==> src/rtl/priority_request_latch_if.sv <==
// Bus between the request latch, its 4:2 priority encoder and the interrupt consumer.
// The latch sits on the slave side; whoever drives requests/acks uses master.
interface priority_request_latch_if;
    logic [3:0] req;
    logic [3:0] mask;
    logic [1:0] code;
    logic       ack;
    logic       ovf_clr;
    logic       a;
    logic       b;
    logic       c;
    logic       d;
    logic [3:0] pending;
    logic       irq;
    logic       overflow;

    modport master (
        output req, mask, code, ack, ovf_clr,
        input  a, b, c, d, pending, irq, overflow
    );

    modport slave (
        input  req, mask, code, ack, ovf_clr,
        output a, b, c, d, pending, irq, overflow
    );
endinterface

==> src/rtl/priority_request_latch.sv <==
// Latches rising request edges into sticky pending bits for the priority encoder,
// raises irq to the consumer and clears the encoded bit on ack, then holds off.
module priority_request_latch #(
    parameter int HOLDOFF_CYCLES = 2
) (
    input logic                     clk,
    input logic                     rst_n,
    priority_request_latch_if.slave bus
);

    typedef enum logic [1:0] {
        IDLE    = 2'd0,
        NOTIFY  = 2'd1,
        HOLDOFF = 2'd2
    } state_t;

    localparam int CW = (HOLDOFF_CYCLES > 1) ? $clog2(HOLDOFF_CYCLES) : 1;
    localparam logic [CW-1:0] HOLD_LAST = CW'((HOLDOFF_CYCLES > 0) ? HOLDOFF_CYCLES - 1 : 0);

    state_t          state_q, state_d;
    logic [CW-1:0]   hold_cnt_q, hold_cnt_d;
    logic [3:0]      req_q;
    logic [3:0]      pending_q, pending_d;
    logic            overflow_q, overflow_d;
    logic            irq_q, irq_d;

    logic [3:0]      rise;
    logic [3:0]      unmasked;
    logic            any_unmasked;
    logic            ack_take;
    logic [3:0]      clr;

    assign rise         = bus.req & ~req_q;
    assign unmasked     = pending_q & ~bus.mask;
    assign any_unmasked = |unmasked;
    assign clr          = ack_take ? (4'b0001 << bus.code) : 4'b0000;

    assign bus.a        = unmasked[0];
    assign bus.b        = unmasked[1];
    assign bus.c        = unmasked[2];
    assign bus.d        = unmasked[3];
    assign bus.pending  = pending_q;
    assign bus.irq      = irq_q;
    assign bus.overflow = overflow_q;

    // A fresh edge beats a same-cycle clear, so a request is never lost to an ack.
    always_comb begin
        pending_d = pending_q;
        for (int i = 0; i < 4; i++) begin
            if (rise[i]) begin
                pending_d[i] = 1'b1;
            end else if (clr[i]) begin
                pending_d[i] = 1'b0;
            end
        end

        overflow_d = overflow_q;
        if (|(rise & pending_q & ~clr)) begin
            overflow_d = 1'b1;
        end else if (bus.ovf_clr) begin
            overflow_d = 1'b0;
        end
    end

    always_comb begin
        state_d    = state_q;
        hold_cnt_d = hold_cnt_q;
        ack_take   = 1'b0;

        unique case (state_q)
            IDLE: begin
                if (any_unmasked) begin
                    state_d = NOTIFY;
                end
            end
            NOTIFY: begin
                // code is only meaningful while something unmasked is pending.
                if (!any_unmasked) begin
                    state_d = IDLE;
                end else if (bus.ack) begin
                    ack_take   = 1'b1;
                    hold_cnt_d = '0;
                    state_d    = (HOLDOFF_CYCLES == 0) ? IDLE : HOLDOFF;
                end
            end
            HOLDOFF: begin
                if (hold_cnt_q == HOLD_LAST) begin
                    state_d    = IDLE;
                    hold_cnt_d = '0;
                end else begin
                    hold_cnt_d = hold_cnt_q + 1'b1;
                end
            end
            default: begin
                state_d    = IDLE;
                hold_cnt_d = '0;
            end
        endcase

        irq_d = (state_d == NOTIFY);
    end

    // Levels already high at reset release show up as rises on the first edge.
    always_ff @(posedge clk or negedge rst_n) begin
        if (!rst_n) begin
            state_q    <= IDLE;
            hold_cnt_q <= '0;
            req_q      <= 4'b0000;
            pending_q  <= 4'b0000;
            overflow_q <= 1'b0;
            irq_q      <= 1'b0;
        end else begin
            state_q    <= state_d;
            hold_cnt_q <= hold_cnt_d;
            req_q      <= bus.req;
            pending_q  <= pending_d;
            overflow_q <= overflow_d;
            irq_q      <= irq_d;
        end
    end

    irqMatchesState: assert property (@(posedge clk) disable iff (!rst_n)
        irq_q == (state_q == NOTIFY));

    stateLegal: assert property (@(posedge clk) disable iff (!rst_n)
        state_q != 2'd3);

endmodule

==> src/flat_wrapper.sv <==
// flat-port wrapper written by rule: the top's interface ports become plain ports
module priority_request_latch_flat 
#(
    parameter int HOLDOFF_CYCLES = 2
)
  (clk, rst_n, bus_req, bus_mask, bus_code, bus_ack, bus_ovf_clr, bus_a, bus_b, bus_c, bus_d, bus_pending, bus_irq, bus_overflow);
  priority_request_latch_if bus_i ();
  input logic clk;
  input logic rst_n;
  input wire logic [$bits(bus_i.req)-1:0] bus_req;
  input wire logic [$bits(bus_i.mask)-1:0] bus_mask;
  input wire logic [$bits(bus_i.code)-1:0] bus_code;
  input wire logic [$bits(bus_i.ack)-1:0] bus_ack;
  input wire logic [$bits(bus_i.ovf_clr)-1:0] bus_ovf_clr;
  output wire logic [$bits(bus_i.a)-1:0] bus_a;
  output wire logic [$bits(bus_i.b)-1:0] bus_b;
  output wire logic [$bits(bus_i.c)-1:0] bus_c;
  output wire logic [$bits(bus_i.d)-1:0] bus_d;
  output wire logic [$bits(bus_i.pending)-1:0] bus_pending;
  output wire logic [$bits(bus_i.irq)-1:0] bus_irq;
  output wire logic [$bits(bus_i.overflow)-1:0] bus_overflow;
  assign bus_i.req = bus_req;
  assign bus_i.mask = bus_mask;
  assign bus_i.code = bus_code;
  assign bus_i.ack = bus_ack;
  assign bus_i.ovf_clr = bus_ovf_clr;
  assign bus_a = bus_i.a;
  assign bus_b = bus_i.b;
  assign bus_c = bus_i.c;
  assign bus_d = bus_i.d;
  assign bus_pending = bus_i.pending;
  assign bus_irq = bus_i.irq;
  assign bus_overflow = bus_i.overflow;
  priority_request_latch #(.HOLDOFF_CYCLES(HOLDOFF_CYCLES)) u_core (.clk(clk), .rst_n(rst_n), .bus(bus_i));
endmodule
==> config.mk <==
export PLATFORM = sky130hd
export DESIGN_NAME = priority_request_latch_flat
export DESIGN_NICKNAME = d
export VERILOG_FILES = /design/src/rtl/priority_request_latch_if.sv /design/src/rtl/priority_request_latch.sv /design/src/flat_wrapper.sv
export SDC_FILE = /design/constraint.sdc
export NUM_CORES = 1
export LEC_CHECK = 0
export BUFFER_PORTS_ARGS = -buffer_cell sky130_fd_sc_hd__buf_2
export CORE_UTILIZATION = 37
export DETAILED_ROUTE_END_ITERATION = 12
export MAX_ROUTING_LAYER = met4
export PLACE_DENSITY = 0.67
export SYNTH_ARGS = -nofsm -noshare
export SYNTH_HDL_FRONTEND = slang
export SYNTH_SLANG_ARGS = --single-unit
export TNS_END_PERCENT = 10
==> constraint.sdc <==
create_clock -name clk -period 1.6 [get_ports clk]
set_input_delay 0.32 -clock clk [delete_from_list [all_inputs] [get_ports clk]]
set_output_delay 0.32 -clock clk [all_outputs]
set_load 0.05 [all_outputs]
Word-level counts from Yosys, hierarchy flattened
Cells that the tools add are included.

operators by class
  add/subtract/negate cells = 1
  equal/unequal tests = 5
  shift operators = 1
  muxes and demuxes = 23
  bitwise gates (word level) = 8
  reductions and logical operators = 9

operators by type and width
  cell                                             count
  AND 4 bit                                        4
  2-to-1 mux 1 bit                                 16
  NOT 4 bit                                        3
  nonzero test 2 bit                               5
  2-to-1 mux 2 bit                                 4
  OR reduction 4 bit                               2
  case mux 2 bit (3 select lines)                  1
  == test 2 x 1 -> 1 bit, second input constant    2
  2-to-1 mux 4 bit                                 1
  << shifter 1 x 2 -> 4 bit, first input constant  1
  case mux 1 bit (3 select lines)                  1
  AND reduction 3 bit                              1
  == test 2 bit, second input constant             1
  zero test 2 bit                                  1
  != test 2 x 1 -> 1 bit, second input constant    1
  != test 2 bit, second input constant             1
  adder 1 bit, second input constant               1
  NOT 1 bit                                        1

storage, ports and cells
  flip-flop bits (word level) = 13
  input port bits = 14
  logic and storage cells = 56

Longest topological paths before layout
Gate-level depths: netlist (run 1).

  word-level depth = 10
  mapped depth = 6
  mapped depth without buffers = 5

Worst setup path after synthesis (run 1)
No wires, ideal clock.

  kind = flip-flop to flip-flop
  start = register u_core.pending_q[1] (netlist: u_core.bus.pending[1])
  end = register u_core.overflow_q (netlist: u_core.bus.overflow)
  setup time = 72 ps
  arrival time = 1,963 ps
  required time = 1,528 ps
  setup slack = -434 ps
  stages on the path, launching flop included = 7
  buffers on the path = 1
  clock period less this slack = 2,034 ps
  path through = dfrtp_1 > and2b_1 > or4_4 > buf_6 > nand4_1 > a32oi_1 > nand4_1

between the ends
  word-level cells in the longest chain between the ends = 9

ends and longest elaborated chain
  element                                                 RTL line                       RTL
  from (decl)                                             priority_request_latch.sv:23   logic [3:0] pending_q, pending_d;
  from (signal assigned)                                  priority_request_latch.sv:116  pending_q <= pending_d;
  AND 4 bit (*)                                           priority_request_latch.sv:34   assign unmasked = pending_q & ~bus.mask;
  net bus_b                                               flat_wrapper.sv:16             output wire logic [$bits(bus_i.b)-1:0] bus_b;
  OR reduction 4 bit (*)                                  priority_request_latch.sv:35   assign any_unmasked = |unmasked;
  2-to-1 mux 1 bit (*)                                    priority_request_latch.sv:78   if (!any_unmasked) begin
  2-to-1 mux 1 bit (*)                                    priority_request_latch.sv:70   unique case (state_q)
  2-to-1 mux 4 bit (*)                                    priority_request_latch.sv:36   assign clr = ack_take ? (4'b0001 << bus.code) : 4'b0000;
  NOT 4 bit (*)                                           priority_request_latch.sv:58   if (|(rise & pending_q & ~clr)) begin
  AND 4 bit (*)                                           priority_request_latch.sv:58
  OR reduction 4 bit (*)                                  priority_request_latch.sv:58
  2-to-1 mux 1 bit or nonzero test 2 bit (tied branches)  -
  to (signal assigned)                                    priority_request_latch.sv:117  overflow_q <= overflow_d;
  to (decl)                                               priority_request_latch.sv:24   logic overflow_q, overflow_d;

The timed path passes the listed nets; every way through them passes the cells marked *.
A chain may end at the register's enable or synchronous reset.

Final worst setup path (run 1)
  start = register u_core.pending_q[3] (netlist: u_core.bus.pending[3])
  end = register u_core.overflow_q (netlist: u_core.bus.overflow)

between the ends
  word-level cells in the longest chain between the ends = 9

ends and longest elaborated chain
  element                                                 RTL line
  AND 4 bit                                               priority_request_latch.sv:34
  OR reduction 4 bit                                      priority_request_latch.sv:35
  2-to-1 mux 1 bit                                        priority_request_latch.sv:78
  2-to-1 mux 1 bit                                        priority_request_latch.sv:70
  2-to-1 mux 4 bit                                        priority_request_latch.sv:36
  NOT 4 bit                                               priority_request_latch.sv:58
  AND 4 bit (*)                                           priority_request_latch.sv:58
  OR reduction 4 bit (*)                                  priority_request_latch.sv:58
  2-to-1 mux 1 bit or nonzero test 2 bit (tied branches)  -

Every way passes the cells marked *; elsewhere a longest branch is shown, timed or not.

==> results.toml, run 1 <==
[clock_tree]
clk_path_buf_depth = 2
cts_htree_levels = 1
clock_latency_ps = 270
cts_setup_buffers = 0
cts_buffers = 3
cts-root-buf = "clkbuf_4"
cts_sinks = 13
cts_tree = "yes"
clk_pin_slew_ps = 70

[placed_design]
io_buffer_count = 23
hpwlAfterDp_um = 914
place_inst = 90
place_congestion = 0.727

[timing]
final.period_utilization_pct = 95.6
hold_viol_final = 0
fin_crit_ps = 1530
slew_headroom_pct = 79.4
setup_viol = 0
hold_ws_ps = 166
max_freq_ghz = 0.654
worst_slew_pin_slew_ps = 307
rsz0062_at_grt = "false"
maxSlewViolCount = 0
skew_ps = 1.68

[hold_path]
hold_path.class = "in -> reg"

[final_layout]
drive_above_1_share_pct = 47.5
fill_cells = 132
final_nets = 95
regArea_um2 = 330
area_growth_pct = 29.6
antenna_cells = 0
multi_input_comb_area_um2 = 236
utilization_pct = 54.7
stdcell_count = 95

[floorplan]
ios = 24
initial_utilization_pct = 42.2
core-area_um2 = 1380
die_h_um = 41.7
rows = 13
die_area_um2 = 1740
die_x_um = 41.7

[logic_synthesis]
synth_flop_cell = "dfrtp_1"
ys_ff_latch = 13
synth.distinct_cells = 21
synth_nets = 67
yosys-top-cells-count = "dfrtp_1 (13), nand2_1 (7), inv_1 (5)"
async_flop_share_pct = 100
yosysTopAreaCellShare_pct = 55.8
synth_cells = 53
post-synth-top-count-cell = "dfrtp_1"
synth_top_area_cell = "dfrtp_1"
avgSynthCellArea_um2 = 11.0
yosysWarningCount = 0
synth_edf_count = 0
synthTopCellsByArea = "dfrtp_1 (56%), nor2b_4 (4.7%), nand2_1 (4.5%)"
syn_area_um2 = 583
ys_seq_area_share_pct = 55.8

[critical_path]
critPathKind = "reg -> reg"
crit_path_max_incr_delay_ps = 580
slowest_stage = "or4_4"
crit_path_frequent_cell = "nand4_1"
cp_max_fo = 7
worstPathArrival_ps = 1740
worst_ep_required_time_ps = 1810
end_kind = "register"
cp_cell_sequence = "nor2b_4 -> or4_4 -> nand4_1 -> a32oi_1 -> nand4_1"
setup.worst_path.start_class = "register"
path_delay_family = "simple AND/OR/NAND/NOR gates"
critPathBufInv = 0

[global_routing]
grt_pass1_wl_um = 1970
grt_max_degree = 14
grt_pass1_vias = 465
grt_usage_pct = 15.7
grt-ovfl-total = 0
grt_antenna_before_repair = 0

[pwr]
p_leak_nw = 0.375
powerDensity_nw_per_um2 = 1470
p_int_mw = 0.650
vdd_drop_max_mv = 0.851
combPwrFrac_pct = 40.2
switching_share_pct = 41.5
p_clk_share_pct = 17.5
seqPwrFrac_pct = 42.3
totalPowerFinal_mw = 1.11
switchingPower_mw = 0.460

[route]
ant_nets = 0
routedWlPerCell_um = 11.9
drt-pass1-iter-count = 4
vias_per_cell = 5.09
wirelength_um = 1130
drt-initial-drc-count = 10
num_vias = 484
drc_errors = 0

[job]
cap_violations = 0

[run_status]
outcome = "finished, final reports clean"
## registers in the layout, indices dropped and copies added, names as in the netlist
register,count
u_core.req_q,4
u_core.bus.pending,4
u_core.state_q,2
u_core.bus.overflow,1
u_core.hold_cnt_q,1
u_core.bus.irq,1
## stage by stage
stage | setup TNS (ps) | cell area [um^2] | setup WS [ps]
6_report | 0 | 756 | 70.3
5_1_grt | 0 | 756 | 3.59
4_1_cts | 0 | 751 | 33.8
3_5_place_dp | 0 | 714 | 48.0
3_3_place_gp | 0 | 714 | 93.9
2_1_floorplan | -758 | 592 | -144
## layer usage
metal / track usage (%) / up-vias / share of wire [%]
met3: 7.83 / 2 / 7.9
li1: - / 238 / -
met5: - / - / 0
met4: 3.87 / 0 / 0.88
met1: 18.1 / 221 / 43
met2: 24.4 / 23 / 48
## placed cells by master, fill, tap and decap left out
cell type      Yosys  final
nor2b_4            2      2
a21o_1             1      1
nor3_1             1      1
nand3_2            0      1
o2111ai_1          1      1
clkbuf_1           0      1
clkbuf_4           0      3
nor2_1             2      2
nand4_1            2      2
nand4b_1           2      2
and2b_4            0      2
dfrtp_2            0      4
buf_2              0     23
and3b_2            2      2
and2b_1            2      1
dlygate4sd3_1      0      1
or4_4              1      1
nand2_1            7      7
nor4b_1            1      1
nand3_1            2      1
nand3b_1           1      1
o21ai_1            3      3
inv_1              5      5
o21ai_0            2      2
dfrtp_1           13      9
a32oi_1            1      1
## cell type report
cell class,instances,share of cell area (%)
Sequential cell,13,43.7
Multi-Input combinational cell,34,31.3
Timing Repair Buffer,24,16.6
Clock buffer,4,3.48
Inverter,5,2.48
Tap cell,15,2.48
## final timing paths
kind | from | endpoint | slack [ps] | cells past startpoint
worst min register to register | u_core.req_q[0] | u_core.bus.pending[0] | 440 | 1
worst min-delay path | bus_req[3] | u_core.req_q[3] | 170 | 1
min in group asynchronous | rst_n | u_core.state_q[0] | 450 | 2
worst max-delay path | u_core.bus.pending[3] | u_core.bus.overflow | 70 | 5
max in group asynchronous | rst_n | u_core.bus.pending[2] | 910 | 2
worst max register to register | u_core.bus.pending[3] | u_core.bus.overflow | 70 | 5
## kinds of logic after synthesis
logic type / after synthesis / share of synthesized area, %
flip-flops: 13 / 55.8
buffers and inverters: 6 / 5.15
AO/OA/AOI/OAI: 8 / 8.58
AND/OR/NAND/NOR: 26 / 30.5
## power by group through the flow
stage	clock network [mW]	logic (mW)	registers (mW)
after detailed placement	0	0.447	0.475
after CTS	0.204	0.449	0.469
final	0.194	0.446	0.470
after global routing	0.223	0.480	0.481
after floorplan	0	0.210	0.605
after global placement	0	0.446	0.471
## worst reg2reg max path, stage by stage, from the launching register on
cell and delay, ps:
dfrtp_2 420, nor2b_4 130, or4_4 580, nand4_1 130
a32oi_1 130, nand4_1 80
## timing repair
action                                 in CTS  in global routing
endpoints found under the hold margin      13                  0
setup endpoints to repair                   0                  1
gates resized for setup                     0                  1
hold buffers                                1                  0
Note: power is estimated with default switching activity, not from simulation.
==> run 2, diff against run 1 <==
--- a/config.mk
+++ b/config.mk
@@ -11,3 +11,3 @@
 export MAX_ROUTING_LAYER = met4
-export PLACE_DENSITY = 0.67
+export PLACE_DENSITY = 0.65
 export SYNTH_ARGS = -nofsm -noshare
--- a/constraint.sdc
+++ b/constraint.sdc
@@ -3,2 +3,2 @@
 set_output_delay 0.32 -clock clk [all_outputs]
-set_load 0.05 [all_outputs]
+set_load 0.005 [all_outputs]
==> run 2 against run 1 <==
  * Worst setup slack improved by 23 ps
  * Non-clock buffer count rose by 2
  * Global-route usage fell by 1.5 points
  * Clock skew about the same
  * Power shrank 17%
  * Via count unchanged
  * Sequential cell count is the same
  * First-iteration DRC count decreased by 100%
  * Register-to-register slack improved by 20 ps
==> results.toml, run 2 (synthesis results as in run 1) <==
[critical_path]
worst_ep_required_time_ps = 1800
rrSetupSlack_ps = 90
critPathKind = "reg -> reg"
setup.worst_path.start_class = "register"
worstPathArrival_ps = 1710
end_kind = "register"
cp_max_fo = 7

[pwr]
switchingPower_mw = 0.269
vdd_drop_max_mv = 0.487
p_clk_share_pct = 21.3
p_leak_nw = 0.384
combPwrFrac_pct = 28.6
totalPowerFinal_mw = 0.919
switching_share_pct = 29.3
seqPwrFrac_pct = 50.1
powerDensity_nw_per_um2 = 1210
p_int_mw = 0.650

[run_status]
outcome = "finished, final reports clean"

[route]
vias_per_cell = 4.99
drt-pass1-iter-count = 1
drt-initial-drc-count = 0
ant_nets = 0
drc_errors = 0
num_vias = 484
wirelength_um = 1100
routedWlPerCell_um = 11.3

[timing]
rsz0062_at_grt = "false"
skew_ps = 1.94
setup_viol = 0
worst_slew_pin_slew_ps = 291
hold_viol_final = 0
maxSlewViolCount = 0
hold_ws_ps = 167
fin_crit_ps = 1510
fin_setup_tns_ps = 0
max_freq_ghz = 0.664
final.period_utilization_pct = 94.2
slew_headroom_pct = 80.6

[floorplan]
rows = 13
core-area_um2 = 1380
ios = 24
die_x_um = 41.7
die_h_um = 41.7
initial_utilization_pct = 42.2
die_area_um2 = 1740

[global_routing]
grt_pass1_vias = 429
grt_antenna_before_repair = 0
grt_pass1_wl_um = 1790
grt_usage_pct = 14.2
grt-ovfl-total = 0
grt_max_degree = 14

[placed_design]
place_area_um2 = 706
io_buffer_count = 23
hpwlAfterDp_um = 844
place_congestion = 0.715

[clock_tree]
cts-root-buf = "clkbuf_4"
clk_path_buf_depth = 2
cts_tree = "yes"
cts_resized = 0
cts_sinks = 13
clk_pin_slew_ps = 70
clock_latency_ps = 270
cts_buffers = 3
cts_htree_levels = 1

[final_layout]
drive_above_1_share_pct = 41.5
antenna_cells = 0
regArea_um2 = 325
layout_commonest_cell = "buf_2"
final_cell_mix = "buf_2 (23), dfrtp_1 (13), nand2_1 (7)"
multi_input_comb_area_um2 = 228
area_growth_pct = 29.8
fill_cells = 123
utilization_pct = 54.8
final_nets = 97
fin_area_um2 = 757

[hold_path]
hold_path.class = "in -> reg"

[job]
cap_violations = 0
run 2: cell count changes in the layout (fill, tap and decap cells not counted):
cell / delta
and2b_4: -2
dfrtp_2: -4
nand3_2: -1
and2b_1: +1
nand3_1: +1
and2b_2: +1
dfrtp_1: +4
buf_4: +2
run 2: layout make-up:
cell class,instances,share of cell area [%]
flip-flops and latches,13,43.0
well taps,15,2.48
inverters,5,2.48
clock buffers,4,3.47
multi-input cells,34,30.1
repair buffers,26,18.5
run 2: what timing repair did:
action,in CTS,in global routing
setup endpoints to repair,0,1
hold buffers,1,0
endpoints found under the hold margin,13,0
buffers inserted,0,2
run 2: layer usage:
layer / GRT usage, % / share of wire (%) / vias up
li1: - / - / 246
met1: 17.5 / 47 / 220
met2: 20.6 / 46 / 16
met3: 4.35 / 6.0 / 2
met4: 7.74 / 0.91 / 0
met5: - / 0 / -
run 2: power by group through the flow:
stage	Sequential [mW]	Clock (mW)	Combinational (mW)
2_1_floorplan	0.463	0	0.149
3_3_place_gp	0.468	0	0.243
3_5_place_dp	0.468	0	0.245
4_1_cts	0.463	0.208	0.251
5_1_grt	0.471	0.225	0.294
6_report	0.460	0.196	0.263
run 2: per-stage QoR:
step                      instances  setup WS (ps)
after floorplan                  53           74.6
after global placement           90           78.8
after detailed placement         90           66.7
after CTS                        95           47.7
after global routing             97           10.7
final                            97           93.4
run 2: final timing paths:
path,start,to,cells after the start
worst max-delay path,u_core.bus.pending[1],u_core.bus.overflow,5
worst min-delay path,bus_req[3],u_core.req_q[3],1
worst max register to register,u_core.bus.pending[1],u_core.bus.overflow,5
worst min register to register,u_core.req_q[0],u_core.bus.pending[0],1
max in group asynchronous,rst_n,u_core.bus.pending[2],2
min in group asynchronous,rst_n,u_core.hold_cnt_q,2
run 2: critical path, cell delays in order, from the launching register on:
cell and delay [ps]:
dfrtp_1 410, and2b_1 180, or4_4 530, nand4_1 130, a32oi_1 110, nand4_1 90
==> run 3, diff against run 2 <==
==> constraint.sdc (replaced) <==
create_clock -name clk -period 1.6 [get_ports clk]
set_input_delay 0.08 -clock clk [delete_from_list [all_inputs] [get_ports clk]]
set_output_delay 0.08 -clock clk [all_outputs]
set_load 0.005 [all_outputs]
==> run 3 against run 2 <==
  * Final cell count is 2.1% higher
  * Global-route usage is 2.3 points higher
  * Via count up 2.1%
  * Register-to-register slack barely moved
  * Worst setup slack gained 6.9 ps
  * Utilization grew 1.8 points
  * Wire length grew 4.7%
  * Clock skew rose by 0.84 ps
  * Combinational power is 3% lower
  * Non-clock buffer count rose by 2
  * Critical path type unchanged
  * Critical endpoint unchanged
==> results.toml, run 3 (synthesis results as in run 1) <==
[placed_design]
place_inst = 90
io_buffer_count = 23
hpwlAfterDp_um = 870
place_congestion = 0.688

[clock_tree]
cts_htree_levels = 1
cts-root-buf = "clkbuf_4"
cts_sinks = 13
clk_pin_slew_ps = 80
clk_path_buf_depth = 2
cts_setup_buffers = 0
cts_tree = "yes"
clock_latency_ps = 270
cts_buffers = 3

[timing]
rsz0062_at_grt = "false"
fin_setup_tns_ps = 0
final.period_utilization_pct = 93.7
max_freq_ghz = 0.667
hold_viol_final = 0
fin_crit_ps = 1500
slew_headroom_pct = 80.5
worst_slew_pin_slew_ps = 293
setup_viol = 0
maxSlewViolCount = 0
skew_ps = 2.78

[global_routing]
grt_pass1_vias = 508
grt_usage_pct = 16.4
grt_max_degree = 14
grt_pass1_wl_um = 2050
grt_antenna_before_repair = 0
grt-ovfl-total = 0

[final_layout]
regArea_um2 = 325
final_nets = 99
stdcell_count = 99
fill_cells = 114
multi_input_comb_area_um2 = 228
final_cell_mix = "buf_2 (23), dfrtp_1 (13), nand2_1 (7)"
drive_above_1_share_pct = 38.1
antenna_cells = 0
area_growth_pct = 34.1
layout_commonest_cell = "buf_2"

[route]
num_vias = 494
vias_per_cell = 4.99
drc_errors = 0
routedWlPerCell_um = 11.6
drt-pass1-iter-count = 2
wirelength_um = 1150
drt-initial-drc-count = 5
ant_nets = 0

[critical_path]
end_kind = "register"
worst_ep_required_time_ps = 1810
r2r-end = "u_core.bus.overflow"
rrSetupSlack_ps = 100
cp_max_fo = 7
reg2regPathDepth = 5
critPathLaunch = "u_core.bus.pending[3]"
worstPathArrival_ps = 1710
rr_startpoint = "u_core.bus.pending[3]"
critPathKind = "reg -> reg"
crit_end = "u_core.bus.overflow"
setup.worst_path.start_class = "register"

[pwr]
powerDensity_nw_per_um2 = 1170
vdd_drop_max_mv = 0.647
p_leak_nw = 0.392

[floorplan]
die_area_um2 = 1740
ios = 24
rows = 13
initial_utilization_pct = 42.2
die_x_um = 41.7
core-area_um2 = 1380
die_h_um = 41.7

[hold_path]
hold_path.class = "in -> reg"

[run_status]
outcome = "finished, final reports clean"

[job]
cap_violations = 0
## run 3: per-layer routing
layer	track usage, %	wire, um	vias to the layer above
met5	-	0	-
met4	3.87	10	0
met3	8.26	78	2
met2	26.6	531	19
met1	18.1	527	224
li1	-	-	249
## run 3: cell type report
class,instances,area share [%]
sequential,13,41.6
inverter,5,2.40
tap,15,2.40
multi-input combinational,34,29.1
clock buffer,4,3.36
timing repair buffer,28,21.1
## run 3: worst min path at each step
stage	startpoint	endpoint	slack, ps	cells after the start
floorplan	rst_n	u_core.bus.irq	-220	0
global placement	rst_n	u_core.hold_cnt_q	-20	1
detailed placement	rst_n	u_core.hold_cnt_q	-20	1
CTS	bus_ovf_clr	u_core.bus.overflow	100	4
global route	bus_ovf_clr	u_core.bus.overflow	120	4
finish	bus_ovf_clr	u_core.bus.overflow	100	4
## run 3: power breakdown
| part | switching [mW] | total, mW | internal [mW] |
|---|---|---|---|
| clock network | 0.102 | 0.199 | 0.0966 |
| logic | 0.113 | 0.256 | 0.143 |
| registers | 0.0553 | 0.459 | 0.404 |
| total | 0.270 | 0.914 | 0.644 |
## run 3: critical path: stages, from the launching register on
cell     delay, ps
dfrtp_1        410
nor2b_4        140
or4_4          570
nand4_1        120
a32oi_1        110
nand4_1         90
## run 3: timing repair
action,CTS,global route
hold endpoints to repair,17,0
endpoints found under the setup margin,0,1
hold buffers,5,0
gates resized for setup,0,0
## run 3: stage by stage
stage / total power [mW] / setup WS [ps] / util (%) / hold WS [ps] / area, um^2
6_report: 0.914 / 100 / 56.6 / 101 / 782
5_1_grt: 0.987 / 4.51 / 56.6 / 123 / 782
4_1_cts: 0.931 / 63.0 / 56.6 / 101 / 782
3_5_place_dp: 0.717 / 78.4 / 51.0 / -15.5 / 706
3_3_place_gp: 0.711 / 74.0 / 51.0 / -19.9 / 706
2_1_floorplan: 0.612 / 74.6 / - / -216 / 583
